File: src/rtl/udp_pkg.sv
// Shared types and constants for the UDP temperature-frame transmit scheduler.
package udp_pkg;

  typedef enum logic [1:0] {
    IDLE,
    START,
    SEND,
    GAP
  } state_e;

  localparam logic [15:0] DATA_INIT   = 16'h2D2D;  // ASCII "--" until the first sample arrives
  localparam int          PKT_LEN_DEF = 64;

endpackage

File: src/rtl/udp_tick_gen.sv
// Period counter: asserts tick on the last cycle of every P_PERIOD-cycle slot while enabled.
module udp_tick_gen #(
  parameter int P_PERIOD = 125000000
) (
  input  logic clk,
  input  logic rst,
  input  logic enable,
  output logic tick
);

  localparam int            CW   = (P_PERIOD > 1) ? $clog2(P_PERIOD) : 1;
  localparam logic [CW-1:0] LAST = CW'(P_PERIOD - 1);

  logic [CW-1:0] count;

  // NOTE: non-blocking assignments for all clocked state so every register samples pre-edge values.
  always_ff @(posedge clk or posedge rst) begin
    if (rst) begin
      count <= '0;
    end else if (!enable || count == LAST) begin
      count <= '0;
    end else begin
      count <= count + 1'b1;
    end
  end

  assign tick = enable && (count == LAST);

endmodule

File: src/rtl/udp_tx_sched.sv
// Periodic frame scheduler for the UDP temperature transmitter: FIFO space check,
// payload hold, packet-end wait with timeout, inter-frame gap and statistics.
module udp_tx_sched
  import udp_pkg::*;
#(
  parameter int          P_PERIOD    = 125000000,
  parameter int          P_TIMEOUT   = 256,
  parameter int          P_GAP       = 12,
  parameter int          P_FIFO_AW   = 11,
  parameter int          P_CNTW      = 16,
  parameter logic [15:0] P_DATA_INIT = DATA_INIT
) (
  input  logic              clk,
  input  logic              rst,
  input  logic              i_enable,
  input  logic              i_clr_stats,
  input  logic              i_sample_valid,
  input  logic [15:0]       i_sample_data,
  input  logic [P_FIFO_AW:0] i_fifo_free,
  input  logic [6:0]        i_pkt_cnt,
  input  logic              i_pkt_end,
  output logic              o_pkt_start,
  output logic [15:0]       o_data_tmp_dec,
  output logic              o_busy,
  output logic [P_CNTW-1:0] o_sent_cnt,
  output logic [P_CNTW-1:0] o_drop_cnt,
  output logic              o_timeout_err
);

  localparam int            FW     = P_FIFO_AW + 1;
  localparam int            TMAX   = (P_TIMEOUT > P_GAP) ? P_TIMEOUT : P_GAP;
  localparam int            TW     = $clog2(TMAX + 1);
  localparam logic [TW-1:0] T_LAST = TW'(P_TIMEOUT - 1);
  localparam logic [TW-1:0] G_LAST = TW'(P_GAP - 1);

  state_e        state;
  logic [TW-1:0] tcnt;
  logic [15:0]   shadow;
  logic          tick;
  logic          space_ok;
  logic          sent_inc;
  logic          drop_inc;
  logic          timeout_hit;

  udp_tick_gen #(
    .P_PERIOD(P_PERIOD)
  ) u_tick_gen (
    .clk   (clk),
    .rst   (rst),
    .enable(i_enable),
    .tick  (tick)
  );

  assign space_ok    = i_fifo_free >= FW'(i_pkt_cnt);
  assign sent_inc    = (state == SEND) && i_pkt_end;
  assign timeout_hit = (state == SEND) && !i_pkt_end && (tcnt == T_LAST);
  // A tick that cannot start a frame, for lack of space or because one is in flight, is a drop.
  assign drop_inc    = tick && !((state == IDLE) && space_ok);

  always_ff @(posedge clk or posedge rst) begin
    if (rst) begin
      shadow <= P_DATA_INIT;
    end else if (i_sample_valid) begin
      shadow <= i_sample_data;
    end
  end

  always_ff @(posedge clk or posedge rst) begin
    if (rst) begin
      state          <= IDLE;
      tcnt           <= '0;
      o_pkt_start    <= 1'b0;
      o_busy         <= 1'b0;
      o_data_tmp_dec <= P_DATA_INIT;
    end else begin
      // NOTE: default first so the start strobe lasts one cycle without a per-state clear.
      o_pkt_start <= 1'b0;
      unique case (state)
        IDLE: begin
          if (tick && space_ok) begin
            state          <= START;
            o_pkt_start    <= 1'b1;
            o_busy         <= 1'b1;
            o_data_tmp_dec <= i_sample_valid ? i_sample_data : shadow;
          end
        end
        START: begin
          state <= SEND;
          tcnt  <= '0;
        end
        SEND: begin
          if (i_pkt_end || tcnt == T_LAST) begin
            state <= GAP;
            tcnt  <= '0;
          end else begin
            tcnt <= tcnt + 1'b1;
          end
        end
        GAP: begin
          if (tcnt == G_LAST) begin
            state  <= IDLE;
            o_busy <= 1'b0;
            tcnt   <= '0;
          end else begin
            tcnt <= tcnt + 1'b1;
          end
        end
        default: state <= IDLE;
      endcase
    end
  end

  // Statistics saturate at all-ones; a clear pulse overrides any same-cycle update.
  always_ff @(posedge clk or posedge rst) begin
    if (rst) begin
      o_sent_cnt    <= '0;
      o_drop_cnt    <= '0;
      o_timeout_err <= 1'b0;
    end else if (i_clr_stats) begin
      o_sent_cnt    <= '0;
      o_drop_cnt    <= '0;
      o_timeout_err <= 1'b0;
    end else begin
      if (sent_inc && o_sent_cnt != '1) o_sent_cnt <= o_sent_cnt + 1'b1;
      if (drop_inc && o_drop_cnt != '1) o_drop_cnt <= o_drop_cnt + 1'b1;
      if (timeout_hit) o_timeout_err <= 1'b1;
    end
  end

endmodule

File: config.mk
export PLATFORM = sky130hd
export DESIGN_NAME = udp_tx_sched
export DESIGN_NICKNAME = d
export VERILOG_FILES = /design/src/rtl/udp_pkg.sv /design/src/rtl/udp_tick_gen.sv /design/src/rtl/udp_tx_sched.sv
export SDC_FILE = /design/constraint.sdc
export NUM_CORES = 1
export LEC_CHECK = 0
export CAP_MARGIN = 40
export CORE_MARGIN = 2
export CORE_UTILIZATION = 44
export DETAILED_ROUTE_END_ITERATION = 10
export PLACE_DENSITY = 0.74
export SLEW_MARGIN = 20
export SYNTH_ARGS = -nofsm -noshare
export SYNTH_HDL_FRONTEND = slang
export SYNTH_SLANG_ARGS = --single-unit
File: constraint.sdc
create_clock -name clk -period 4.6 [get_ports clk]
set_input_delay 0.46 -clock clk [delete_from_list [all_inputs] [get_ports clk]]
set_output_delay 0.46 -clock clk [all_outputs]
set_load 0.005 [all_outputs]
==> flow_summary.toml, run 1 <==
[placement]
dp_hpwl_um = 8070
port_buffers = 91
gp_congestion = 0.806
postPlaceCellArea_um2 = 6370

[floorplan]
row_count = 40
fp.coreArea_um2 = 11900
die_y_um = 114
dieArea_um2 = 12900
die_width_um = 114
ios = 92
start_util_pct = 44.6

[synthesis]
synth_most_common_cell = "dfrtp_1"
yosys-top-cells-area = "dfrtp_1 (42%), dfstp_2 (7.9%), nor2_1 (4.4%), mux2_1 (4.3%), xnor2_1 (4.1%)"
postSynthAreaPerCell_um2 = 10.5
yosysUniqueCellTypes = 59
ys_seq_elements = 105
synthArstFlopShare_pct = 100
netlist_area_um2 = 5290
synth_nets = 559
synth_cells = 502
ys.warnings.count = 0
synth_ff_type = "dfrtp_1"
synth_top_area_cell = "dfrtp_1"
ys_seq_area_share_pct = 50.0
synth_top_area_share_pct = 42.1
synth-edff-count = 0
netlist_top_cells_count = "dfrtp_1 (89), nor2_1 (62), nand2_1 (33)"

[routing]
dr_wl_met3_um = 410
vias = 3991
top_layer_used = "met4"
vias_per_cell = 5.34
postRouteAntennaNets = 0
met1_length_um = 4900
routed_wl_um = 11000
route.detailed.drc = 0
first_iter_violations = 174
wl_per_cell_um = 14.7
wl_met2_um = 5540
dr.pass1.iters = 5

[final_layout]
drive_gt1_share_pct = 10.3
areaGrowthSynthToFinish_pct = 26.5
antenna_cells = 0
nets = 652
final_area_um2 = 6700

[setup_path]
critPathKind = "primary input to register"
reg2regPathDepth = 7
cp.required_ns = 4.82
crit_end = "o_drop_cnt[9]"
reg2reg_to = "o_drop_cnt[9]"
crit_start = "i_fifo_free[0]"
worstPathArrival_ns = 3.15
reg2reg_slack_ns = 1.84
rr_startpoint = "u_tick_gen.count[1]"
path_max_fanout = 13
end_kind = "register"
cp-start-kind = "primary input"

[sta]
period_minus_slack_ns = 2.93
clock.fmax_mhz = 341
skew_ns = 0.00723
hold_viol = 0
setup_viol = 0
setup_tns_ns = 0
fin_crit_sh_pct = 63.7
worst_pin_slew_ns = 0.797
final_max_slew_viol_count = 0
whs_ns = 0.460
slew-limit-headroom_pct = 46.8
rsz0062_at_grt = "no"

[power_and_ir_drop]
ir_drop_mv = 0.172
power.density_nw_per_um2 = 277
power.leakage_nw = 2.84

[grt]
grt_max_degree = 53
grt_overflow = 0
grt_antenna_before_repair = 0
grt_usage_pct = 17.4
grt_pass1_wl_um = 18200
grt_pass1_vias = 4033

[clock_tree]
ctsResizeCount = 0
cts_made_buffers = 9
cts_htree_levels = 3
clock-sinks = 105
root_buffer = "clkbuf_16"
worstSkewPairLatency_ns = 0.34
clockBufferDepth = 2
ctsHoldBuffers = 0
cts.reportedPaths.clkPinSlew_ns = 0.07
tritoncts = "yes"
post-cts-setup-buffers = 0

[run]
maxCapViolations = 0

[worst_hold_path]
min_path_type = "register to register"

[run_status]
status = "completed"
==> layer usage <==
layer  GRT usage [%]  vias to the layer above
li1                -                     1948
met1            20.6                     1963
met2            31.8                       67
met3            2.87                       13
met4            6.18                        0
met5               0                        -
==> worst max-delay path: stages <==
cell             delay [ns]
clkdlybuf4s50_1        0.45
inv_1                  0.04
ha_1                   0.27
nand2b_1               0.14
a2111oi_1              0.47
o21ai_2                0.21
a211oi_4               0.59
nand4_1                0.18
mux2_1                 0.34
==> cell usage in the layout (no fill, tap or decap), drive strengths merged, types with 6 or more instances in the layout <==
cell type / count
a21oi: 16
and3: 17
clkbuf: 10
clkdlybuf4s50: 91
dfrtp: 89
dfstp: 16
ha: 16
inv: 20
mux2: 38
nand2: 33
nand3: 28
nand4: 12
nor2: 62
nor2b: 6
nor3: 14
nor4: 7
o21ai: 16
or3: 8
xnor2: 25
xor2: 13
==> area by class of cell <==
type                    count  area, um^2
inverters                  20        77.6
fillers                  1004        5160
clock buffers              10         229
multi-input cells         364        2510
clock inverters             6        82.6
repair buffers             95         968
flip-flops and latches    105        2650
well taps                 147         184
==> per-stage QoR <==
step	utilization [%]	total power [mW]	setup WS, ns	cells
after floorplan	-	1.02	1.41	502
after global placement	53.5	1.07	1.37	729
after detailed placement	53.7	1.08	1.32	730
after CTS	56.4	1.88	1.66	746
after global routing	56.5	1.93	1.50	747
final	56.5	1.86	1.67	747
==> how the worst min path moves through the flow <==
stage | from | depth (start not counted) | slack [ns] | endpoint
after floorplan | u_tick_gen.count[0] | 1 | 0.43 | u_tick_gen.count[0]
after global placement | u_tick_gen.count[0] | 1 | 0.46 | u_tick_gen.count[0]
after detailed placement | u_tick_gen.count[0] | 1 | 0.45 | u_tick_gen.count[0]
after CTS | u_tick_gen.count[0] | 1 | 0.46 | u_tick_gen.count[0]
after global routing | u_tick_gen.count[0] | 1 | 0.48 | u_tick_gen.count[0]
final | u_tick_gen.count[0] | 1 | 0.46 | u_tick_gen.count[0]
==> logic make-up after synthesis <==
kind of cell	share of synthesized area, %
AO/OA/AOI/OAI	7.54
AND/OR/NAND/NOR	21.0
flip-flops	50.0
XOR/XNOR	6.29
buffers and inverters	2.58
adder cells (fa/ha/maj)	3.78
multiplexers	8.79
==> registers in the layout, summed over array words and instances, names as in the netlist, 2 cells and up <==
register          count
u_tick_gen.count     27
o_data_tmp_dec       16
o_drop_cnt           16
o_sent_cnt           16
shadow               16
tcnt                  9
state                 2
==> where the power goes <==
part | total, mW | switching [mW] | internal [mW]
Clock | 0.802 | 0.328 | 0.474
Combinational | 0.107 | 0.0509 | 0.0560
Sequential | 0.949 | 0.00488 | 0.944
(Power assumes the default switching activity.)
==> inputs of run 2 (changes only) <==
--- a/config.mk
+++ b/config.mk
@@ -9,7 +9,7 @@
 export CORE_MARGIN = 2
 export CORE_UTILIZATION = 44
 export DETAILED_ROUTE_END_ITERATION = 10
-export PLACE_DENSITY = 0.74
+export PLACE_DENSITY = 0.77
 export SLEW_MARGIN = 20
 export SYNTH_ARGS = -nofsm -noshare
 export SYNTH_HDL_FRONTEND = slang
==> constraint.sdc (replaced) <==
create_clock -name clk -period 2.5 [get_ports clk]
set_input_delay 0.25 -clock clk [delete_from_list [all_inputs] [get_ports clk]]
set_output_delay 0.25 -clock clk [all_outputs]
set_load 0.005 [all_outputs]
==> flow_summary.toml, run 2 (synthesis gave the netlist of run 1 again) <==
[run_status]
status = "completed"

[sta]
slew-limit-headroom_pct = 54.8
period_minus_slack_ns = 2.40
fin_crit_sh_pct = 96.1
clock.fmax_mhz = 416
final_max_slew_viol_count = 0
skew_ns = 0.00740
setup_viol = 0
worst_pin_slew_ns = 0.676
whs_ns = 0.198
hold_viol = 0

[clock_tree]
ctsHoldBuffers = 0
root_buffer = "clkbuf_16"
clock-sinks = 105
cts.reportedPaths.clkPinSlew_ns = 0.06
worstSkewPairLatency_ns = 0.34
cts_made_buffers = 9
cts_htree_levels = 3
tritoncts = "yes"
clockBufferDepth = 2

[setup_path]
rr_startpoint = "u_tick_gen.count[19]"
crit_chain = "or4b_1 > nor4_4 > nand3_2 > buf_4 > a2111oi_4 > a21oi_1 > o21ba_1"
critical_path.slowest_cell = "or4b_1"
path_max_fanout = 5
end_kind = "register"
cp-start-kind = "register"
reg2regPathDepth = 7
crit_path_max_incr_delay_ns = 0.59
worstPathArrival_ns = 2.64
cp.required_ns = 2.73
reg2reg_slack_ns = 0.1
critPathKind = "register to register"
reg2reg_to = "o_drop_cnt[7]"

[placement]
port_buffers = 91
dp_hpwl_um = 8260
gp_congestion = 0.808

[routing]
routed_wl_um = 11400
wl_per_cell_um = 14.9
route.detailed.drc = 0
vias = 4159
vias_per_cell = 5.44
first_iter_violations = 259
postRouteAntennaNets = 0
dr.pass1.iters = 4

[power_and_ir_drop]
power.density_nw_per_um2 = 492
ir_drop_mv = 0.295
power.leakage_nw = 2.95

[floorplan]
ios = 92
dieArea_um2 = 12900
start_util_pct = 44.6
die_y_um = 114
fp.coreArea_um2 = 11900
row_count = 40
die_width_um = 114

[grt]
grt_antenna_before_repair = 0
grt_overflow = 0
grt_max_degree = 63
grt_pass1_wl_um = 19200
grt_usage_pct = 18.2
grt_pass1_vias = 4129

[final_layout]
n_fill_cell = 978
layout.cells.most_common = "clkdlybuf4s50_1"
drive_gt1_share_pct = 13.1
antenna_cells = 0
final_cell_mix = "clkdlybuf4s50_1 (91), dfrtp_1 (89), nor2_1 (62)"
multi_input_area_um2 = 2570
nets = 669
areaGrowthSynthToFinish_pct = 30.4
largest_register = "u_tick_gen.count"
fin_util_pct = 58.2
largest_reg_flops = 27
register_area_um2 = 2650

[worst_hold_path]
min_path_type = "primary input to asynchronous set/reset pin"

[run]
maxCapViolations = 0
==> run 2: per-layer routing <==
layer	share of wire, %	vias up	global-route usage (%)
li1	-	1991	-
met1	43	2075	22.7
met2	51	78	32.1
met3	4.0	15	3.08
met4	1.5	0	6.26
met5	0	-	0
==> run 2: timing repair <==
action	CTS	global route
buffers inserted	0	3
setup endpoints to repair	0	29
gates resized for setup	0	7
==> run 2: cell type report <==
type	instances	share of cell area (%)
inverter	20	1.14
clock buffer	14	3.97
timing repair buffer	112	16.2
multi-input combinational	364	37.2
clock inverter	2	0.507
tap	147	2.66
sequential	105	38.3
==> run 2: through the flow <==
step           instances  setup TNS, ns  power, mW  setup WS, ns  instance area (um^2)
5_1_grt              764        -0.0607       3.54       -0.0181                  6900
2_1_floorplan        502              0       1.88         0.122                  5300
3_3_place_gp         745          -5.74       1.98        -0.283                  6520
6_report             764              0       3.40        0.0974                  6900
4_1_cts              761              0       3.43       0.00768                  6830
3_5_place_dp         745          -8.16       1.99        -0.352                  6520
==> run 2: worst max-delay path by stage <==
stage	start	endpoint	cells past startpoint
after floorplan	u_tick_gen.count[23]	o_data_tmp_dec[1]	7
after global placement	i_fifo_free[0]	o_drop_cnt[11]	9
after detailed placement	i_fifo_free[0]	o_drop_cnt[15]	9
after CTS	i_fifo_free[0]	o_drop_cnt[11]	9
after global routing	u_tick_gen.count[0]	o_drop_cnt[4]	7
final	u_tick_gen.count[19]	o_drop_cnt[7]	7
==> run 2: worst max-delay path, delay by kind of cell, from the launching register on <==
kind / cells / cell delay, ns
simple gates: 3 / 1.00
compound gates: 3 / 0.69
flops: 1 / 0.43
buf+inv: 1 / 0.17
==> run 2: report_power, final <==
group	total (mW)	switching (mW)	internal (mW)
combinational	0.212	0.0994	0.112
clock	1.44	0.582	0.858
sequential	1.75	0.00956	1.74
==> inputs of run 3 (changes only) <==
--- a/config.mk
+++ b/config.mk
@@ -6,10 +6,10 @@
 export NUM_CORES = 1
 export LEC_CHECK = 0
 export CAP_MARGIN = 40
-export CORE_MARGIN = 2
 export CORE_UTILIZATION = 44
 export DETAILED_ROUTE_END_ITERATION = 10
-export PLACE_DENSITY = 0.77
+export PLACE_DENSITY_LB_ADDON = 0.1
+export SKIP_LAST_GASP = 1
 export SLEW_MARGIN = 20
 export SYNTH_ARGS = -nofsm -noshare
 export SYNTH_HDL_FRONTEND = slang
==> flow_summary.toml, run 3 (synthesis gave the netlist of run 1 again) <==
[setup_path]
crit_end = "o_drop_cnt[4]"
critPathKind = "register to register"
crit_path_max_incr_delay_ns = 0.59
critical_path.slowest_cell = "or4b_1"
reg2regPathDepth = 7
worstPathArrival_ns = 2.63
crit_start = "u_tick_gen.count[19]"
reg2reg_slack_ns = 0.1
cp-start-kind = "register"
cp.required_ns = 2.73
reg2reg_to = "o_drop_cnt[4]"
rr_startpoint = "u_tick_gen.count[19]"
end_kind = "register"
crit_chain = "or4b_1 > nor4_4 > nand3_2 > a211oi_4 > buf_4 > nand4_1 > mux2_1"
path_max_fanout = 6

[final_layout]
final_cell_mix = "clkdlybuf4s50_1 (91), dfrtp_1 (89), nor2_1 (62)"
layout.cells.most_common = "clkdlybuf4s50_1"
fin_util_pct = 59.6
largest_reg_flops = 27
areaGrowthSynthToFinish_pct = 30.2
drive_gt1_share_pct = 14.1
antenna_cells = 0
nets = 675
fin_cells = 766
largest_register = "u_tick_gen.count"

[grt]
grt_max_degree = 73
grt_antenna_before_repair = 0
grt_pass1_wl_um = 19200
grt_overflow = 0
grt_pass1_vias = 4009
grt_usage_pct = 19.3

[sta]
clock.fmax_mhz = 416
fin_crit_sh_pct = 96.1
hold_viol = 0
skew_ns = 0.00400
final_max_slew_viol_count = 0
worst_pin_slew_ns = 0.803
rsz0062_at_grt = "no"
setup_tns_ns = 0
setup_viol = 0
period_minus_slack_ns = 2.40
slew-limit-headroom_pct = 46.3

[routing]
route.detailed.drc = 9
vias_per_cell = 5.28
vias = 4045
dr.pass1.iters = 7
wl_per_cell_um = 14.3
postRouteAntennaNets = 0
routed_wl_um = 11000
first_iter_violations = 184

[run]
maxCapViolations = 0

[floorplan]
start_util_pct = 45.8
fp.coreArea_um2 = 11600
die_width_um = 112
dieArea_um2 = 12500
die_y_um = 112
row_count = 39
ios = 92

[power_and_ir_drop]
power_mw = 3.41
power.leakage_nw = 2.96
power.density_nw_per_um2 = 495
ir_drop_mv = 0.441

[worst_hold_path]
min_path_type = "primary input to asynchronous set/reset pin"

[clock_tree]
ctsHoldBuffers = 0
tritoncts = "yes"
worstSkewPairLatency_ns = 0.35
cts.reportedPaths.clkPinSlew_ns = 0.07
cts_htree_levels = 3
cts_made_buffers = 9
clockBufferDepth = 2
clock-sinks = 105
root_buffer = "clkbuf_16"

[placement]
port_buffers = 91
gp_congestion = 0.810
dp_hpwl_um = 8020
dp_cells = 749

[run_status]
violations = "design-rule violations"
status = "finished, violations left"
[run 3: cell types whose count changed in the layout (fill, tap and decap cells not counted), sizes merged]
cell / before / now
buf: 21 / 27
clkbuf: 14 / 10
clkinv: 1 / 3
clkinvlp: 1 / 2
inv: 19 / 20
[run 3: worst min path at each step]
stage | end | slack (ns)
floorplan | u_tick_gen.count[4] | 0.38
global placement | u_tick_gen.count[0] | 0.45
detailed placement | u_tick_gen.count[0] | 0.47
CTS | o_drop_cnt[11] | 0.38
global route | o_drop_cnt[11] | 0.40
finish | o_drop_cnt[14] | 0.35
[run 3: timing repair]
item                                    4_1_cts  5_1_grt
gates resized for setup                       0        2
endpoints found under the setup margin        0       22
buffers inserted                              0        1
[run 3: layout make-up]
type                    instances  area [um^2]
fillers                       964         4670
clock buffers                  10          239
repair buffers                118         1150
inverters                      20         78.8
clock inverters                 6         75.1
multi-input cells             364         2520
well taps                     143          179
flip-flops and latches        105         2650
[run 3: layer usage]
metal	vias up	track usage (%)	share of wire (%)
met3	4	5.77	3.5
met1	1974	25.0	46
met2	63	31.5	50
li1	2004	-	-
met4	0	4.95	0.61
met5	-	0	0
[run 3: critical path, delay by kind of cell, from the launching register on]
kind | cells | cell delay (ns)
AO/OA/AOI/OAI | 1 | 0.25
buffers and inverters | 1 | 0.18
flip-flops | 1 | 0.41
multiplexers | 1 | 0.33
AND/OR/NAND/NOR | 4 | 1.13
[run 3: power by group]
part,internal [mW],switching [mW]
registers,1.74,0.00853
clock network,0.816,0.640
logic,0.112,0.0946
[run 3: metrics by stage]
stage / cell area [um^2] / worst slack (ns) / hold slack, ns
after floorplan: 5300 / 0.122 / 0.379
after global routing: 6890 / 0.00277 / 0.399
after detailed placement: 6560 / -0.366 / 0.475
final: 6890 / 0.0968 / 0.352
after CTS: 6870 / 0.00542 / 0.375
after global placement: 6560 / -0.296 / 0.453
